**src/rtl/tetris_pkg.sv**
```systemverilog
// Shared piece definitions for the next-piece queue and preview renderer.
// Holds the tetromino mask table, piece type width and LFSR taps.
package tetris_pkg;

   localparam int PIECE_W = 3;

   typedef logic [PIECE_W-1:0] piece_t;

   localparam piece_t PIECE_NONE = 3'd7;

   // x^7 + x^6 + 1
   localparam logic [6:0] LFSR_TAPS = 7'h60;

   function automatic logic [15:0] piece_mask(input piece_t p);
      logic [15:0] m;
      m = 16'h0000;
      unique case (p)
         3'd0: m = 16'h0720;
         3'd1: m = 16'h0660;
         3'd2: m = 16'h00F0;
         3'd3: m = 16'h0360;
         3'd4: m = 16'h0630;
         3'd5: m = 16'h0740;
         3'd6: m = 16'h0E20;
         default: m = 16'h0000;
      endcase
      return m;
   endfunction

   function automatic logic [6:0] lfsr_next(input logic [6:0] s);
      return {s[5:0], ^(s & LFSR_TAPS)};
   endfunction

endpackage

```
**src/rtl/next_queue_preview_module_if.sv**
```systemverilog
// Pixel-scan and piece-pop signals between the game/VGA side and
// the next-piece preview block.
interface next_queue_preview_module_if;

   logic [10:0] col_addr_sig;
   logic [10:0] row_addr_sig;
   logic        load_next_square;
   logic        preview_en;
   logic        enable_next_square;
   logic [2:0]  next_color;
   logic [2:0]  piece_out;
   logic        piece_valid;
   logic [2:0]  queue_count;

   modport master (
      output col_addr_sig,
      output row_addr_sig,
      output load_next_square,
      output preview_en,
      input  enable_next_square,
      input  next_color,
      input  piece_out,
      input  piece_valid,
      input  queue_count
   );

   modport slave (
      input  col_addr_sig,
      input  row_addr_sig,
      input  load_next_square,
      input  preview_en,
      output enable_next_square,
      output next_color,
      output piece_out,
      output piece_valid,
      output queue_count
   );

endinterface

```
**src/rtl/piece_queue.sv**
```systemverilog
// Random piece generator plus FIFO of upcoming pieces; entry 0 is
// the next piece handed to the game on a pop.
module piece_queue
   import tetris_pkg::*;
#(
   parameter int         DEPTH = 3,
   parameter logic [6:0] SEED  = 7'h5A
) (
   input  logic                 clk,
   input  logic                 rst,
   input  logic                 pop_req,
   output piece_t [DEPTH-1:0]   entries,
   output logic [2:0]           count,
   output piece_t               piece_out,
   output logic                 piece_valid
);

   localparam logic [2:0] DEPTH_C = 3'(DEPTH);

   logic [6:0]         lfsr;
   piece_t             cand;
   logic               pop;
   logic               app;
   piece_t [DEPTH-1:0] q_nxt;
   logic [2:0]         cnt_nxt;

   assign cand = lfsr[2:0];
   assign pop  = pop_req && (count != 3'd0);
   assign app  = (cand != PIECE_NONE) && ((count < DEPTH_C) || pop);

   // Shift on pop first, so an append lands at the post-pop tail.
   always_comb begin
      q_nxt   = entries;
      cnt_nxt = count;
      if (pop) begin
         for (int i = 0; i < DEPTH - 1; i++) begin
            q_nxt[i] = entries[i+1];
         end
         q_nxt[DEPTH-1] = '0;
         cnt_nxt        = count - 3'd1;
      end
      if (app) begin
         for (int i = 0; i < DEPTH; i++) begin
            if (3'(i) == cnt_nxt) begin
               q_nxt[i] = cand;
            end
         end
         cnt_nxt = cnt_nxt + 3'd1;
      end
   end

   always_ff @(posedge clk or posedge rst) begin
      if (rst) begin
         entries     <= '0;
         count       <= 3'd0;
         lfsr        <= SEED;
         piece_out   <= '0;
         piece_valid <= 1'b0;
      end else begin
         entries     <= q_nxt;
         count       <= cnt_nxt;
         lfsr        <= lfsr_next(lfsr);
         piece_valid <= pop;
         if (pop) begin
            piece_out <= entries[0];
         end
      end
   end

endmodule

```
**src/rtl/next_queue_preview_module.sv**
```systemverilog
// Next-piece queue with a VGA preview: draws each queued piece in its
// own slot as 4x4 grids of CELL-pixel squares.
module next_queue_preview_module
   import tetris_pkg::*;
#(
   parameter int         DEPTH      = 3,
   parameter int         CELL       = 20,
   parameter int         ORIGIN_X   = 191,
   parameter int         ORIGIN_Y   = 51,
   parameter int         SLOT_PITCH = 100,
   parameter logic [6:0] SEED       = 7'h5A
) (
   input  logic                        clk,
   input  logic                        rst,
   next_queue_preview_module_if.slave  bus
);

   piece_t [DEPTH-1:0] entries;
   logic [2:0]         count;
   piece_t             piece_out;
   logic               piece_valid;
   logic [31:0]        cx;
   logic [31:0]        cy;
   logic [15:0]        mask;
   logic               hit;
   piece_t             color;
   logic               en_q;
   piece_t             color_q;

   piece_queue #(
      .DEPTH (DEPTH),
      .SEED  (SEED)
   ) u_queue (
      .clk         (clk),
      .rst         (rst),
      .pop_req     (bus.load_next_square),
      .entries     (entries),
      .count       (count),
      .piece_out   (piece_out),
      .piece_valid (piece_valid)
   );

   assign cx = {21'd0, bus.col_addr_sig};
   assign cy = {21'd0, bus.row_addr_sig};

   // Bounds are 32-bit, so slots past column/row 2047 never match.
   always_comb begin
      hit   = 1'b0;
      color = '0;
      mask  = 16'h0000;
      for (int k = 0; k < DEPTH; k++) begin
         mask = piece_mask(entries[k]);
         for (int r = 0; r < 4; r++) begin
            for (int c = 0; c < 4; c++) begin
               if (bus.preview_en
                   && (3'(k) < count)
                   && (cx >= 32'(ORIGIN_X + c * CELL))
                   && (cx <  32'(ORIGIN_X + (c + 1) * CELL))
                   && (cy >= 32'(ORIGIN_Y + k * SLOT_PITCH + r * CELL))
                   && (cy <  32'(ORIGIN_Y + k * SLOT_PITCH + (r + 1) * CELL))
                   && mask[4'(4 * r + c)]) begin
                  hit   = 1'b1;
                  color = entries[k];
               end
            end
         end
      end
   end

   always_ff @(posedge clk or posedge rst) begin
      if (rst) begin
         en_q    <= 1'b0;
         color_q <= '0;
      end else begin
         en_q    <= hit;
         color_q <= color;
      end
   end

   assign bus.enable_next_square = en_q;
   assign bus.next_color         = color_q;
   assign bus.piece_out          = piece_out;
   assign bus.piece_valid        = piece_valid;
   assign bus.queue_count        = count;

endmodule

```
**src/flat_wrapper.sv**
```systemverilog
// flat-port wrapper written by rule: the top's interface ports become plain ports
module next_queue_preview_module_flat import tetris_pkg::*;
#(
   parameter int         DEPTH      = 3,
   parameter int         CELL       = 20,
   parameter int         ORIGIN_X   = 191,
   parameter int         ORIGIN_Y   = 51,
   parameter int         SLOT_PITCH = 100,
   parameter logic [6:0] SEED       = 7'h5A
)
  (clk, rst, bus_col_addr_sig, bus_row_addr_sig, bus_load_next_square, bus_preview_en, bus_enable_next_square, bus_next_color, bus_piece_out, bus_piece_valid, bus_queue_count);
  next_queue_preview_module_if bus_i ();
  input  logic clk;
  input  logic rst;
  input wire logic [$bits(bus_i.col_addr_sig)-1:0] bus_col_addr_sig;
  input wire logic [$bits(bus_i.row_addr_sig)-1:0] bus_row_addr_sig;
  input wire logic [$bits(bus_i.load_next_square)-1:0] bus_load_next_square;
  input wire logic [$bits(bus_i.preview_en)-1:0] bus_preview_en;
  output wire logic [$bits(bus_i.enable_next_square)-1:0] bus_enable_next_square;
  output wire logic [$bits(bus_i.next_color)-1:0] bus_next_color;
  output wire logic [$bits(bus_i.piece_out)-1:0] bus_piece_out;
  output wire logic [$bits(bus_i.piece_valid)-1:0] bus_piece_valid;
  output wire logic [$bits(bus_i.queue_count)-1:0] bus_queue_count;
  assign bus_i.col_addr_sig = bus_col_addr_sig;
  assign bus_i.row_addr_sig = bus_row_addr_sig;
  assign bus_i.load_next_square = bus_load_next_square;
  assign bus_i.preview_en = bus_preview_en;
  assign bus_enable_next_square = bus_i.enable_next_square;
  assign bus_next_color = bus_i.next_color;
  assign bus_piece_out = bus_i.piece_out;
  assign bus_piece_valid = bus_i.piece_valid;
  assign bus_queue_count = bus_i.queue_count;
  next_queue_preview_module #(.DEPTH(DEPTH), .CELL(CELL), .ORIGIN_X(ORIGIN_X), .ORIGIN_Y(ORIGIN_Y), .SLOT_PITCH(SLOT_PITCH), .SEED(SEED)) u_core (.clk(clk), .rst(rst), .bus(bus_i));
endmodule
```
**config.mk**
```make
export PLATFORM = sky130hd
export DESIGN_NAME = next_queue_preview_module_flat
export DESIGN_NICKNAME = d
export VERILOG_FILES = /design/src/rtl/tetris_pkg.sv /design/src/rtl/next_queue_preview_module_if.sv /design/src/rtl/piece_queue.sv /design/src/rtl/next_queue_preview_module.sv /design/src/flat_wrapper.sv
export SDC_FILE = /design/constraint.sdc
export NUM_CORES = 1
export LEC_CHECK = 0
export CORE_ASPECT_RATIO = 0.6
export CORE_MARGIN = 8
export CORE_UTILIZATION = 47
export DETAILED_ROUTE_END_ITERATION = 6
export PLACE_DENSITY = 0.89
export SYNTH_ARGS = -nofsm -noshare
export SYNTH_HDL_FRONTEND = slang
export SYNTH_SLANG_ARGS = --single-unit
```
**constraint.sdc**
```tcl
create_clock -name clk -period 2.39 [get_ports clk]
set_input_delay 0.478 -clock clk [delete_from_list [all_inputs] [get_ports clk]]
set_output_delay 0.478 -clock clk [all_outputs]
set_load 0.02 [all_outputs]
```
==> out/qor.yml, run 1 <==
ir_worst_vdd_mv: 0.831
grt_pass1_vias: 1928
cap_violations: 0
clk_pin_slew_ps: 90
fin_nets: 314
htreeDepth: 1
grt_max_degree: 28
clock_latency_ps: 270
start_util_pct: 50.1
yosys_warnings: 0
rows: 17
coreArea_um2: 3740
drt-total-wl_um: 5450
fin_cells: 327
drcViolationCount: 0
ant_nets: 0
synth-async-reset-ratio_pct: 100
port_buffers: 36
die_x_um: 97.5
ys_ff_latch: 27
grt_pass1_wl_um: 9330
skew_ps: 4.35
layout_setup_ws_ps: 75.3
dieArea_um2: 6330
synth_largest_area_cell: "dfrtp_1"
combPwrFrac_pct: 48.7
critPathCaptureType: "flop"
grt_util_met3_pct: 6.14
startpoint_type: "input port"
outcome: "finished, final reports clean"
ys.flop_type: "dfrtp_1"
dpl_worst_slack_ps: -364
dp_cells: 323
clkPwrFrac_pct: 16.6
fin_tns_setup_ps: 0
vias: 1954
fin_crit_sh_pct: 96.9
stdcell_area_um2: 2600
yosys-top-cells-count: "23 x dfrtp_1, 21 x nand2_1, 19 x o21ai_0"
cts_tree: "built"
post-dp-hpwl_um: 4330
cts_made_buffers: 3
crit_arrival_ps: 2520
syn2layout_area_growth_pct: 38.5
first_iter_violations: 178
synth.yosys.seq_area_share_pct: 36.3
crit_slowest_cell: "clkdlybuf4s50_1"
diodes: 0
power_leakage_uw: 0.00110
fp.dieH_um: 64.9
power.total_uw: 1560
synth.avg_cell_area_um2: 8.64
gr-usage-met1_pct: 24.0
crit_type: "in -> reg"
synth_area_um2: 1870
seq_power_share_pct: 34.6
setup_violations: 0
antenna_found_initial: 0
io_pins: 37
cts_sinks: 27
cts_setup_buffers: 0
routedWlPerCell_um: 16.7
slew_headroom_pct: 52.3
swShare_pct: 39.8
final_max_slew_viol_count: 0
drt_first_pass_iters: 6
yosysUniqueCellTypes: 54
synth_nets: 250
synth.top_cells.by_area: "dfrtp_1 31%, dfstp_2 5.6%, o21ai_0 5.1%"
place.gp.congestion: 0.947
hold_class: "reg -> reg"
grtUsageMet2_pct: 26.7
p_per_area_nw_per_um2: 600
synth_edf_count: 0
cp.required_ps: 2600
slowest_delay_ps: 500
tightest_slew_ps: 710
syn_inst: 217
drive_above_1_share_pct: 20.0
grt_usage_pct: 17.5
crit_fanout: 3
synth_top_area_share_pct: 30.7
grt_overflow: 0
switchingPower_uw: 620
gr-max-usage-layer: "met2"
cts-root-buf: "clkbuf_8"
vias_per_cell: 5.98
period_needed_ps: 2310
yosysMostFrequentCell: "dfrtp_1"
final_hold_viol_count: 0
placed_area_um2: 2470
crit_chain: "clkdlybuf4s50_1, a21oi_1, a2111oi_0, buf_4, nand2_1, a311oi_1, buf_4, nand3_1, nand3_1"
internal_power_uw: 937
clk_path_buf_depth: 2
fmax_mhz: 432
## metal layers
layer	wire length, um	vias up
met2	2270	97
met3	593	6
met4	14	0
met1	2570	912
met5	0	-
li1	-	939
## cells in the final DEF (no fill, tap or decap), types with 2 or more instances in the layout
cell,netlist,routed
dfstp_2,4,4
xnor2_1,4,4
inv_1,15,15
a311oi_1,3,2
nor3_1,5,5
nand2b_1,3,3
mux2i_1,5,5
nand2_1,21,21
dlymetal6s2s_1,0,3
o21ai_0,19,19
o31ai_1,2,2
nand3b_1,3,3
nand3_1,17,17
o211ai_1,5,5
xor2_1,2,2
clkbuf_8,1,3
a2111oi_0,2,2
nor4_1,6,6
and2_1,4,4
nand4_1,5,5
a21oi_1,11,10
a32oi_1,2,2
buf_4,3,32
ha_1,7,7
nor2_1,9,9
clkdlybuf4s50_1,0,33
dfrtp_1,23,23
## per-stage QoR
stage | hold WS [ps] | utilization [%]
after floorplan | 345 | -
after global placement | 346 | 66.0
after detailed placement | 347 | 66.0
after CTS | 361 | 67.9
after global routing | 368 | 69.4
final | 359 | 69.4
## flip-flops by register name, summed over array words and instances, names as in the netlist
register                       cells
u_core.u_queue.entries             9
u_core.u_queue.lfsr                7
u_core.bus.next_color              3
u_core.u_queue.count               3
u_core.u_queue.piece_out           3
u_core.bus.enable_next_square      1
u_core.u_queue.piece_valid         1
## repair_timing
action                                  CTS  global route
endpoints found under the setup margin    2            10
hold buffers                              0             0
gates resized for setup                   4            11
pin swaps                                 6             4
## worst max-delay path, delay by kind of cell
kind,cells,cell delay (ps)
buf+inv,3,880
compound gates,3,870
simple gates,3,290
## power groups by stage
stage,clock (uW),sequential [uW],combinational (uW)
after global routing,282,547,859
final,259,540,759
after detailed placement,0,546,742
after CTS,263,538,751
after floorplan,0,563,445
after global placement,0,544,716
## cell type report
class / instances / area (um^2)
inverters: 15 / 56.3
clock inverters: 1 / 5.00
flip-flops and latches: 27 / 681
multi-input cells: 166 / 1150
clock buffers: 3 / 41.3
fillers: 294 / 1150
well taps: 47 / 58.8
repair buffers: 68 / 608
## kinds of logic after synthesis
logic type / share of synthesized area (%)
buf+inv: 6.27
compound gates: 22.1
fa+ha+maj: 4.67
simple gates: 25.2
xor+xnor: 2.80
flops: 36.3
mux: 2.67
## path summary, 6_finish.rpt
path	from	end	slack, ps	depth (start not counted)
max	bus_row_addr_sig[1]	u_core.bus.next_color[2]	80	9
min	u_core.u_queue.lfsr[3]	u_core.u_queue.lfsr[4]	360	0
max reg2reg	u_core.u_queue.count[0]	u_core.u_queue.entries[7]	240	9
min reg2reg	u_core.u_queue.lfsr[3]	u_core.u_queue.lfsr[4]	360	0
max in group asynchronous	rst	u_core.u_queue.lfsr[1]	1520	3
min in group asynchronous	rst	u_core.u_queue.piece_valid	560	3
No activity file was read; power rests on OpenSTA's default activity.
==> run 2: changes to the inputs <==
Settings changed: CORE_UTILIZATION 47 to 57, DONT_BUFFER_PORTS set to 1, GPL_TIMING_DRIVEN set to 0, PLACE_DENSITY 0.89 to 0.87.
==> run 2 against run 1 <==
- non-clock buffer count decreased by 59
- combinational power decreased by 21%
- sequential power grew 5.6%
- largest power group unchanged
- largest cell class unchanged
- total power fell by 7.6%
- setup slack gained 60 ps
- critical path depth shrank 2
- clock power rose by 2%
- highest routed layer is now met5
- fmax increased by 2.6%
==> out/qor.yml, run 2 (synthesis gave the netlist of run 1 again) <==
cts_tree: "built"
grt_pass1_wl_um: 7420
grt_pass1_vias: 1519
fin_crit_sh_pct: 94.4
grt_max_degree: 28
skew_ps: 6.59
crit_type: "reg -> reg"
rows: 16
first_iter_violations: 153
diodes: 0
hold_class: "in -> async"
cp.required_ps: 2550
top_regs: "u_core.u_queue.entries (9), u_core.u_queue.lfsr (7)"
p_per_area_nw_per_um2: 714
final_hold_viol_count: 0
power_leakage_uw: 0.000806
outcome: "finished, final reports clean"
grt_usage_pct: 16.8
final_max_slew_viol_count: 0
r2r_slack_ps: 130
startpoint_type: "flop"
drt-total-wl_um: 4670
cts_sinks: 27
crit_arrival_ps: 2420
path_common_cell: "nand2_1"
htreeDepth: 1
drive_above_1_share_pct: 12.2
cts_made_buffers: 3
clk_pin_slew_ps: 100
crit_fanout: 5
io_pins: 37
syn2layout_area_growth_pct: 7.48
fin_nets: 255
largest_register: "u_core.u_queue.entries"
routedWlPerCell_um: 17.6
period_needed_ps: 2260
start_util_pct: 58.5
slowest_delay_ps: 490
post-dp-hpwl_um: 3500
ant_nets: 0
crit_slowest_cell: "a2111oi_1"
vias_per_cell: 6.39
setup_violations: 0
port_buffers: 0
vias: 1700
tightest_slew_ps: 974
cts-root-buf: "clkbuf_8"
clock_latency_ps: 280
post-route-util_pct: 62.9
fillers: 272
cts_setup_buffers: 0
place.gp.congestion: 0.958
ir_worst_vdd_mv: 0.801
final_cell_mix: "21 x nand2_1, 21 x dfrtp_1, 17 x nand3_1, 17 x o21ai_0, 13 x inv_1"
coreArea_um2: 3200
drcViolationCount: 0
cap_violations: 0
clk_path_buf_depth: 2
fmax_mhz: 443
die_x_um: 90.0
grt_overflow: 0
drt_first_pass_iters: 5
antenna_found_initial: 1
slew_headroom_pct: 35.0
dieArea_um2: 5440
fp.dieH_um: 60.4
largest_reg_flops: 9
critPathCaptureType: "flop"
power.total_uw: 1440
rsz0062_at_grt: "false"
crit_chain: "inv_2, ha_1, a2111oi_1, nand2_1, a311oi_2, nand2_1, o311ai_1"
## run 2: changes by cell type in the layout (fill, tap and decap cells not counted), sizes merged
cell,previous run,this run
clkdlybuf4s25,0,1
clkbuf,3,7
clkdlybuf4s50,33,0
buf,32,4
clkinvlp,0,1
dlymetal6s2s,3,0
clkinv,1,0
## run 2: layout make-up
type                            instances  area [um^2]  area share (%)
Multi-Input combinational cell        166         1100            54.7
Sequential cell                        27          683            33.9
Buffer                                  9         68.8            3.42
Inverter                               15         56.3            2.80
Tap cell                               45         56.3            2.80
Clock buffer                            3         41.3            2.05
Clock inverter                          1         7.51           0.373
## run 2: worst paths after layout
| check | endpoint | from | depth (start not counted) |
|---|---|---|---|
| setup / recovery | u_core.bus.next_color[0] | u_core.u_queue.count[1] | 7 |
| hold / removal | u_core.u_queue.entries[8] | rst | 1 |
| setup reg to reg | u_core.bus.next_color[0] | u_core.u_queue.count[1] | 7 |
| hold reg to reg | u_core.u_queue.lfsr[4] | u_core.u_queue.lfsr[3] | 0 |
| max in group asynchronous | u_core.u_queue.count[0] | rst | 1 |
| min in group clk | u_core.u_queue.lfsr[4] | u_core.u_queue.lfsr[3] | 0 |
## run 2: worst max-delay path: cells and delay by family, from the launching register on
family,cells,cell delay [ps]
adders and majority gates,1,190
buffers and inverters,1,90
DFF,1,480
and+or+nand+nor,2,240
AOI/OAI and AO/OA,3,1140
## run 2: layer usage
| metal | global-route usage [%] | routed length [um] | vias to the layer above |
|---|---|---|---|
| li1 | - | - | 820 |
| met1 | 22.3 | 2190 | 778 |
| met2 | 24.5 | 1830 | 91 |
| met3 | 7.78 | 581 | 9 |
| met4 | 3.29 | 53 | 2 |
| met5 | 0 | 12 | - |
## run 2: timing repair
item	4_1_cts	5_1_grt
endpoints found under the setup margin	12	12
hold endpoints to repair	0	0
gates resized for setup	7	7
hold buffers	0	0
## run 2: power breakdown
group | leakage [uW] | internal (uW) | total, uW | switching (uW)
Sequential | 0.000352 | 496 | 570 | 74.9
Combinational | 0.000432 | 218 | 603 | 384
Clock | 0.0000217 | 119 | 265 | 147
Total | 0.000806 | 832 | 1440 | 606
## run 2: stage by stage
stage | TNS (ps) | area (um^2) | hold slack (ps) | worst slack [ps] | cells
2_1_floorplan | 0 | 1870 | 345 | 19.6 | 217
3_3_place_gp | -2850 | 1930 | 346 | -330 | 262
3_5_place_dp | -3140 | 1930 | 347 | -333 | 262
4_1_cts | 0 | 2000 | 350 | 5.96 | 266
5_1_grt | 0 | 2010 | 371 | 2.50 | 266
6_report | 0 | 2010 | 308 | 135 | 266
